--- src/rtl/pcre_engine_pkg.sv ---
// Shared types, default widths and the class-index helper for the PCRE chain engine.
package pcre_engine_pkg;

    typedef enum logic [0:0] {
        SCAN   = 1'b0,
        REPORT = 1'b1
    } fsm_state_e;

    localparam int unsigned DEF_N_STATES  = 31;
    localparam int unsigned DEF_N_CLASSES = 128;
    localparam int unsigned DEF_CLS_W     = 7;
    localparam int unsigned DEF_OFF_W     = 16;
    localparam int unsigned DEF_CNT_W     = 8;

    // Upper bounds used to size the helper argument so one function serves every instance.
    localparam int unsigned MAX_STATES  = 64;
    localparam int unsigned MAX_CLS_W   = 16;
    localparam int unsigned CLASS_VEC_W = MAX_STATES * MAX_CLS_W;

    // Extract the class index of chain element k from the packed STATE_CLASS vector.
    function automatic int unsigned class_idx(
        input logic [CLASS_VEC_W-1:0] vec,
        input int unsigned            k,
        input int unsigned            cls_w
    );
        logic [CLASS_VEC_W-1:0] sh;
        int unsigned            idx;
        sh  = vec >> (k * cls_w);
        idx = 32'd0;
        for (int unsigned b = 0; b < MAX_CLS_W; b++) begin
            if (b < cls_w) begin
                idx[b] = sh[b];
            end
        end
        return idx;
    endfunction

endpackage

--- src/rtl/pcre_chain_elem.sv ---
// One NFA chain element: a literal/char-class position, optionally a `*` element.
module pcre_chain_elem (
    input  logic clk,
    input  logic sod_n,
    input  logic step,
    input  logic clr,
    input  logic hit,
    input  logic enter,
    input  logic loop,
    output logic a,
    output logic e_next
);

    logic a_r;
    logic a_nxt_s;

    // Next activity: active when this byte hits and the element was entered or is self-looping.
    always_comb begin
        a_nxt_s = a_r;
        if (clr) begin
            a_nxt_s = 1'b0;
        end else if (step) begin
            a_nxt_s = hit & (enter | (loop & a_r));
        end else begin
            a_nxt_s = a_r;
        end
    end

    // Element activity register, cleared by start-of-data.
    always_ff @(posedge clk) begin
        if (!sod_n) begin
            a_r <= 1'b0;
        end else begin
            a_r <= a_nxt_s;
        end
    end

    assign a      = a_r;
    // A `*` element is skippable, so its own entry passes straight through to the successor.
    assign e_next = a_r | (loop & enter);

endmodule

--- src/rtl/pcre_chain_engine.sv ---
// Parametrised NFA chain for one PCRE with sticky match flag and per-packet report handshake.
module pcre_chain_engine
    import pcre_engine_pkg::*;
#(
    parameter int unsigned                 N_STATES    = DEF_N_STATES,
    parameter int unsigned                 N_CLASSES   = DEF_N_CLASSES,
    parameter int unsigned                 CLS_W       = DEF_CLS_W,
    parameter logic [N_STATES*CLS_W-1:0]   STATE_CLASS = {(N_STATES*CLS_W){1'b0}},
    parameter logic [N_STATES-1:0]         STATE_LOOP  = {N_STATES{1'b0}},
    parameter bit                          ANCHORED    = 1'b0,
    parameter int unsigned                 OFF_W       = DEF_OFF_W,
    parameter int unsigned                 CNT_W       = DEF_CNT_W
) (
    input  logic                 clk,
    input  logic                 sod_n,
    input  logic                 en,
    input  logic                 eod,
    input  logic [N_CLASSES-1:0] char_class,
    output logic                 out,
    output logic                 rpt_valid,
    input  logic                 rpt_ready,
    output logic                 rpt_match,
    output logic [OFF_W-1:0]     rpt_offset,
    output logic [CNT_W-1:0]     rpt_count
);

    localparam logic [OFF_W-1:0] OFF_MAX = {OFF_W{1'b1}};
    localparam logic [OFF_W-1:0] OFF_ONE = OFF_W'(1'b1);
    localparam logic [CNT_W-1:0] CNT_MAX = {CNT_W{1'b1}};
    localparam logic [CNT_W-1:0] CNT_ONE = CNT_W'(1'b1);

    fsm_state_e       state_r, state_nxt_s;
    logic [OFF_W-1:0] byte_cnt_r, offset_r, rpt_offset_r, offset_nxt_s;
    logic [CNT_W-1:0] count_r, rpt_count_r, count_nxt_s;
    logic             out_r, first_r, rpt_valid_r, rpt_match_r;
    logic             first_nxt_s, out_nxt_s, match_nxt_s;
    logic             step_s, clr_s, eod_evt_s, e0_s, e0_la_s;
    logic             acc_s, acc_la_s, acc_evt_s, la_evt_s;

    assign step_s    = (state_r == SCAN) & en;
    assign eod_evt_s = step_s & eod;
    assign clr_s     = (state_r == REPORT) & rpt_ready;
    assign e0_s      = ANCHORED ? (byte_cnt_r == {OFF_W{1'b0}}) : 1'b1;
    // The byte counter never wraps, so an anchored head can never be re-entered on the next byte.
    assign e0_la_s   = ANCHORED ? 1'b0 : 1'b1;

    for (genvar k = 0; k < N_STATES; k++) begin : g_elem
        localparam logic [CLS_W-1:0] CIDX = CLS_W'(class_idx(CLASS_VEC_W'(STATE_CLASS), k, CLS_W));
        localparam logic             LOOP = STATE_LOOP[k];

        logic hit_s, enter_s, enter_la_s, a_s, e_out_s, a_la_s, e_out_la_s;

        assign hit_s = char_class[CIDX];

        if (k == 0) begin : g_head
            assign enter_s    = e0_s;
            assign enter_la_s = e0_la_s;
        end else begin : g_link
            assign enter_s    = g_elem[k-1].e_out_s;
            assign enter_la_s = g_elem[k-1].e_out_la_s;
        end

        pcre_chain_elem u_elem (
            .clk    (clk),
            .sod_n  (sod_n),
            .step   (step_s),
            .clr    (clr_s),
            .hit    (hit_s),
            .enter  (enter_s),
            .loop   (LOOP),
            .a      (a_s),
            .e_next (e_out_s)
        );

        // Lookahead chain on the next-state activity, used only to account a match ending on eod.
        assign a_la_s     = hit_s & (enter_s | (LOOP & a_s));
        assign e_out_la_s = a_la_s | (LOOP & enter_la_s);
    end

    assign acc_s     = g_elem[N_STATES-1].e_out_s;
    assign acc_la_s  = g_elem[N_STATES-1].e_out_la_s;
    assign acc_evt_s = step_s & acc_s;
    assign la_evt_s  = eod_evt_s & acc_la_s;

    // Match accounting: saturating count, first-match offset, sticky flag and report match bit.
    always_comb begin
        count_nxt_s  = count_r;
        offset_nxt_s = offset_r;
        first_nxt_s  = first_r;
        if (acc_evt_s && (count_nxt_s != CNT_MAX)) begin
            count_nxt_s = count_nxt_s + CNT_ONE;
        end else begin
            count_nxt_s = count_nxt_s;
        end
        if (la_evt_s && (count_nxt_s != CNT_MAX)) begin
            count_nxt_s = count_nxt_s + CNT_ONE;
        end else begin
            count_nxt_s = count_nxt_s;
        end
        if (acc_evt_s && !first_r) begin
            first_nxt_s  = 1'b1;
            offset_nxt_s = byte_cnt_r - OFF_ONE;
        end else if (la_evt_s && !first_r) begin
            first_nxt_s  = 1'b1;
            offset_nxt_s = byte_cnt_r;
        end else begin
            first_nxt_s  = first_r;
            offset_nxt_s = offset_r;
        end
        out_nxt_s   = out_r | acc_evt_s;
        match_nxt_s = out_nxt_s | la_evt_s;
    end

    // FSM next state: scan until the last byte, then hold the report until it is taken.
    always_comb begin
        state_nxt_s = state_r;
        case (state_r)
            SCAN: begin
                if (eod_evt_s) state_nxt_s = REPORT;
                else           state_nxt_s = SCAN;
            end
            REPORT: begin
                if (rpt_ready) state_nxt_s = SCAN;
                else           state_nxt_s = REPORT;
            end
            default: state_nxt_s = SCAN;
        endcase
    end

    // FSM state register.
    always_ff @(posedge clk) begin
        if (!sod_n) begin
            state_r <= SCAN;
        end else begin
            state_r <= state_nxt_s;
        end
    end

    // Byte counter, accounting registers and report registers.
    always_ff @(posedge clk) begin
        if (!sod_n) begin
            byte_cnt_r   <= {OFF_W{1'b0}};
            offset_r     <= {OFF_W{1'b0}};
            count_r      <= {CNT_W{1'b0}};
            first_r      <= 1'b0;
            out_r        <= 1'b0;
            rpt_valid_r  <= 1'b0;
            rpt_match_r  <= 1'b0;
            rpt_offset_r <= {OFF_W{1'b0}};
            rpt_count_r  <= {CNT_W{1'b0}};
        end else begin
            case (state_r)
                SCAN: begin
                    if (step_s) begin
                        byte_cnt_r <= (byte_cnt_r == OFF_MAX) ? byte_cnt_r : byte_cnt_r + OFF_ONE;
                        offset_r   <= offset_nxt_s;
                        count_r    <= count_nxt_s;
                        first_r    <= first_nxt_s;
                        out_r      <= out_nxt_s;
                    end
                    if (eod_evt_s) begin
                        rpt_valid_r  <= 1'b1;
                        rpt_match_r  <= match_nxt_s;
                        rpt_offset_r <= offset_nxt_s;
                        rpt_count_r  <= count_nxt_s;
                    end
                end
                REPORT: begin
                    if (rpt_ready) begin
                        byte_cnt_r  <= {OFF_W{1'b0}};
                        offset_r    <= {OFF_W{1'b0}};
                        count_r     <= {CNT_W{1'b0}};
                        first_r     <= 1'b0;
                        out_r       <= 1'b0;
                        rpt_valid_r <= 1'b0;
                    end
                end
                default: begin
                    rpt_valid_r <= 1'b0;
                end
            endcase
        end
    end

    assign out        = out_r;
    assign rpt_valid  = rpt_valid_r;
    assign rpt_match  = rpt_match_r;
    assign rpt_offset = rpt_offset_r;
    assign rpt_count  = rpt_count_r;

endmodule
--- config.mk ---
export PLATFORM = sky130hd
export DESIGN_NAME = pcre_chain_engine
export DESIGN_NICKNAME = d
export VERILOG_FILES = /design/src/rtl/pcre_engine_pkg.sv /design/src/rtl/pcre_chain_elem.sv /design/src/rtl/pcre_chain_engine.sv
export SDC_FILE = /design/constraint.sdc
export NUM_CORES = 1
export LEC_CHECK = 0
export CAP_MARGIN = 20
export CORE_AREA = 5 5 105 107
export DETAILED_ROUTE_END_ITERATION = 8
export DIE_AREA = 0 0 110 112
export PLACE_DENSITY = 0.93
export SETUP_SLACK_MARGIN = 0.05
export SLEW_MARGIN = 20
export SYNTH_ARGS = -nofsm -noshare
export SYNTH_HDL_FRONTEND = slang
export SYNTH_SLANG_ARGS = --single-unit
--- constraint.sdc ---
create_clock -name clk -period 5.5 [get_ports clk]
set_input_delay 1.1 -clock clk [delete_from_list [all_inputs] [get_ports clk]]
set_output_delay 1.1 -clock clk [all_outputs]
set_load 0.02 [all_outputs]
==> results.md <==
- Outcome: finished clean
- Period Utilization, post-route: 0.6651
- Max FO, Critical Path: 24
- Primary FF master, synth: dfxtp_1
- Hold crit path type: reg2reg
- Hold Crit Endpoint: g_elem[10].u_elem.a
- Clock Sink Count: 100
- Die Wd: 110 microns
- Post-detailed-route count of antenna-violating nets: 0
- Register clock-pin slew on the reported worst setup and hold paths: 90 ps
- PostCTS Resize Cnt: 0
- Global-route wire length before repair: 19.37 mm
- Wire per inst: 15.23 microns
- Post-CTS Setup Inserts: 0
- Yosys reg bits: 100
- Worst Path Arrival: 3930 ps
- Routed WL: 11.50 mm
- Root Driver: clkbuf_8
- Boundary Pins: 160
- DP Wirelength: 7.877 mm
- Least-Margin Pin Slew: 812.4 ps
- Initial drt markers: 314
- # diodes: 0
- Combinational share of power: 0.081
- Htree depth: 3
- Crit Reg-Reg Startpoint: count_r[0]
- DR vias: 4,476
- CTS tree: built
- Clock Skews: 11.53 ps
- FF-to-FF path depth: 8
- Worst R2R Setup Slack: 2200 ps
- Switching Fraction: 0.2566
- Number of synthesized flops with an enable pin: 0
- Max frequency: 273.4 MHz
- Post-synthesis sequential area ratio: 0.4126
- Num CTS Buffers: 9
- HP Start: g_elem[10].u_elem.a
- VDD IR max: 108.7 uV
- Largest net degree at the start of global routing: 51
- Fin area: 5365 sq um
- Cell-internal power: 947.6 uW
- Reg2reg end: rpt_count[0]
- Synthesized area per cell: 7.851 sq um
- Area after DPL: 5185 sq um
- Hold path depth: 2
- Syn Inst Count: 618
- Core Region: 10,050 sq um
- Initial Utilization: 0.4830
- Ratio of cells with drive above 1 in the final layout: 0.05493
- DR pass1 iterations: 5
- CP required: 5770 ps
- Smallest hold slack: 453.9 ps
- Critical Path Sink Type: flop
- Via-to-Cell Ratio: 5.928
- Worst-Skew Late Latency: 390 ps
- Cts hold-fix bufs: 0
- FFs w/ async S/R, synth: 0
- Initial antenna violation count: 0
- Syn_nets: 754
- DRC: 0
- Final Hold Fails: 0
- Port Buffer Count: 32
- Worst Setup Start Kind: input pin
- Overflow after GRT: 0
- Final setup vio count: 0
- Leak: 1.742 nW
- NetSw: 327.1 uW
- Synth cell types: 65
- Syn. warnings: 0
- Slew Viols, Final: 0
- Final-stage net count: 751
- Register share of total power: 0.578
- Die Ht: 112 microns
- RD Place Congestion: 0.9255
- Synthesized area: 4852 sq um
- Total of max-cap violations: 0
- Overall routing resource usage: 0.1944
- PwrDens: 237.6 nW/um^2
- Max Root-Sink Buffers: 2
- Vias in the first global route: 4,270
- Rel. slew slack: 0.4527
- Min Tclk post-route: 3658 ps
- DIE AREA: 12,320 sq um
- Clk pwr share: 0.341
- Setup TNS: 0 ps
- RSZ-0062 raised after global routing: no
- Synth-to-Final Area Change: 10.57%
- Site Rows: 37
- Critical path class: in2reg
- Fillers: 918
==> worst max-delay path, stage by stage <==
cell	delay (ps)
clkdlybuf4s50_1	590
and3b_1	420
nand2_1	510
nand2_1	460
o21ai_0	160
a221oi_1	420
o2bb2a_1	220
nor2_1	40
==> layout make-up <==
| type | instances | area [sq um] | share of cell area |
|---|---|---|---|
| Multi-Input combinational cell | 454 | 2597 | 0.4841 |
| Sequential cell | 100 | 2002 | 0.3731 |
| Timing Repair Buffer | 40 | 380.4 | 0.07090 |
| Tap cell | 136 | 170.2 | 0.03172 |
| Clock buffer | 12 | 155.1 | 0.02892 |
| Inverter | 10 | 37.54 | 0.006996 |
| Clock inverter | 3 | 22.52 | 0.004198 |
==> state kept, by name, summed over array words and instances (netlist names) <==
name and cells:
rpt_offset 16, out 1, first_r 1, rpt_valid 1
state_r 1, byte_cnt_r 16, rpt_match 1, g_elem.u_elem.a 31
rpt_count 8, count_r 8, offset_r 16
==> logic make-up (layout without fill, tap and decap cells) <==
group	Yosys count	in the layout	synth area share
fa+ha+maj	3	3	0.007737
xor+xnor	16	16	0.03198
mux	1	1	0.002321
compound gates	168	168	0.2231
buf+inv	64	65	0.05312
simple gates	266	266	0.2692
flops	100	100	0.4126
==> cell usage in the layout, fill, tap and decap left out, types with 7 or more instances in the layout <==
cell,instances
clkbuf_8,11
nand4_1,11
nand2_1,75
nand3_1,49
nor3_1,12
nor2_1,57
o2bb2a_1,7
o21ai_1,13
or3_1,8
inv_1,9
a21oi_1,61
dfxtp_1,100
o21ai_0,24
xor2_1,8
o21a_1,8
nor4_1,7
clkdlybuf4s50_1,32
buf_4,8
and2_1,10
==> metrics by stage <==
step           worst slack (ps)  power [mW]  instances    util
2_1_floorplan              2307      0.8247        618       -
3_3_place_gp               1577      0.8518        740  0.5161
3_5_place_dp               1518      0.8548        740  0.5161
4_1_cts                    1923       1.281        755  0.5338
5_1_grt                    1667       1.322        755  0.5341
6_report                   1842       1.275        755  0.5341
==> synth_stat cells, types with 8 or more instances <==
| cell | n | area, sq um |
|---|---|---|
| a21oi_1 | 61 | 305.3 |
| and2_1 | 10 | 62.56 |
| buf_2 | 8 | 40.04 |
| clkbuf_1 | 42 | 157.7 |
| dfxtp_1 | 100 | 2002 |
| inv_1 | 9 | 33.78 |
| nand2_1 | 75 | 281.5 |
| nand3_1 | 49 | 245.2 |
| nand4_1 | 11 | 68.82 |
| nor2_1 | 58 | 217.7 |
| nor3_1 | 12 | 60.06 |
| o21a_1 | 8 | 60.06 |
| o21ai_0 | 24 | 120.1 |
| o21ai_1 | 13 | 65.06 |
| or3_1 | 8 | 50.05 |
| xor2_1 | 8 | 70.07 |
==> routing by layer <==
layer / vias to the layer above / part of all wire / global-route usage / routed length, microns
met5: - / 0 / 0 / 0
met4: 0 / 0.021 / 0.08396 / 239
met3: 24 / 0.056 / 0.05681 / 646
met2: 121 / 0.49 / 0.3192 / 5662
met1: 2145 / 0.43 / 0.2332 / 4948
li1: 2186 / - / - / -
==> how the worst max path moves through the flow <==
stage               from      endpoint  slack (ps)
global route          en   offset_r[3]        1670
floorplan             en  rpt_count[0]        2310
detailed placement    en   offset_r[3]        1520
global placement      en  rpt_count[0]        1580
finish                en   offset_r[3]        1840
CTS                   en   offset_r[3]        1920
==> power by group through the flow <==
stage	Clock, mW	Combinational [mW]	Sequential (mW)
4_1_cts	0.443	0.102	0.736
3_3_place_gp	0	0.0992	0.753
6_report	0.435	0.103	0.736
2_1_floorplan	0	0.0689	0.756
5_1_grt	0.472	0.113	0.738
3_5_place_dp	0	0.102	0.753
No activity file was read; power rests on OpenSTA's default activity.
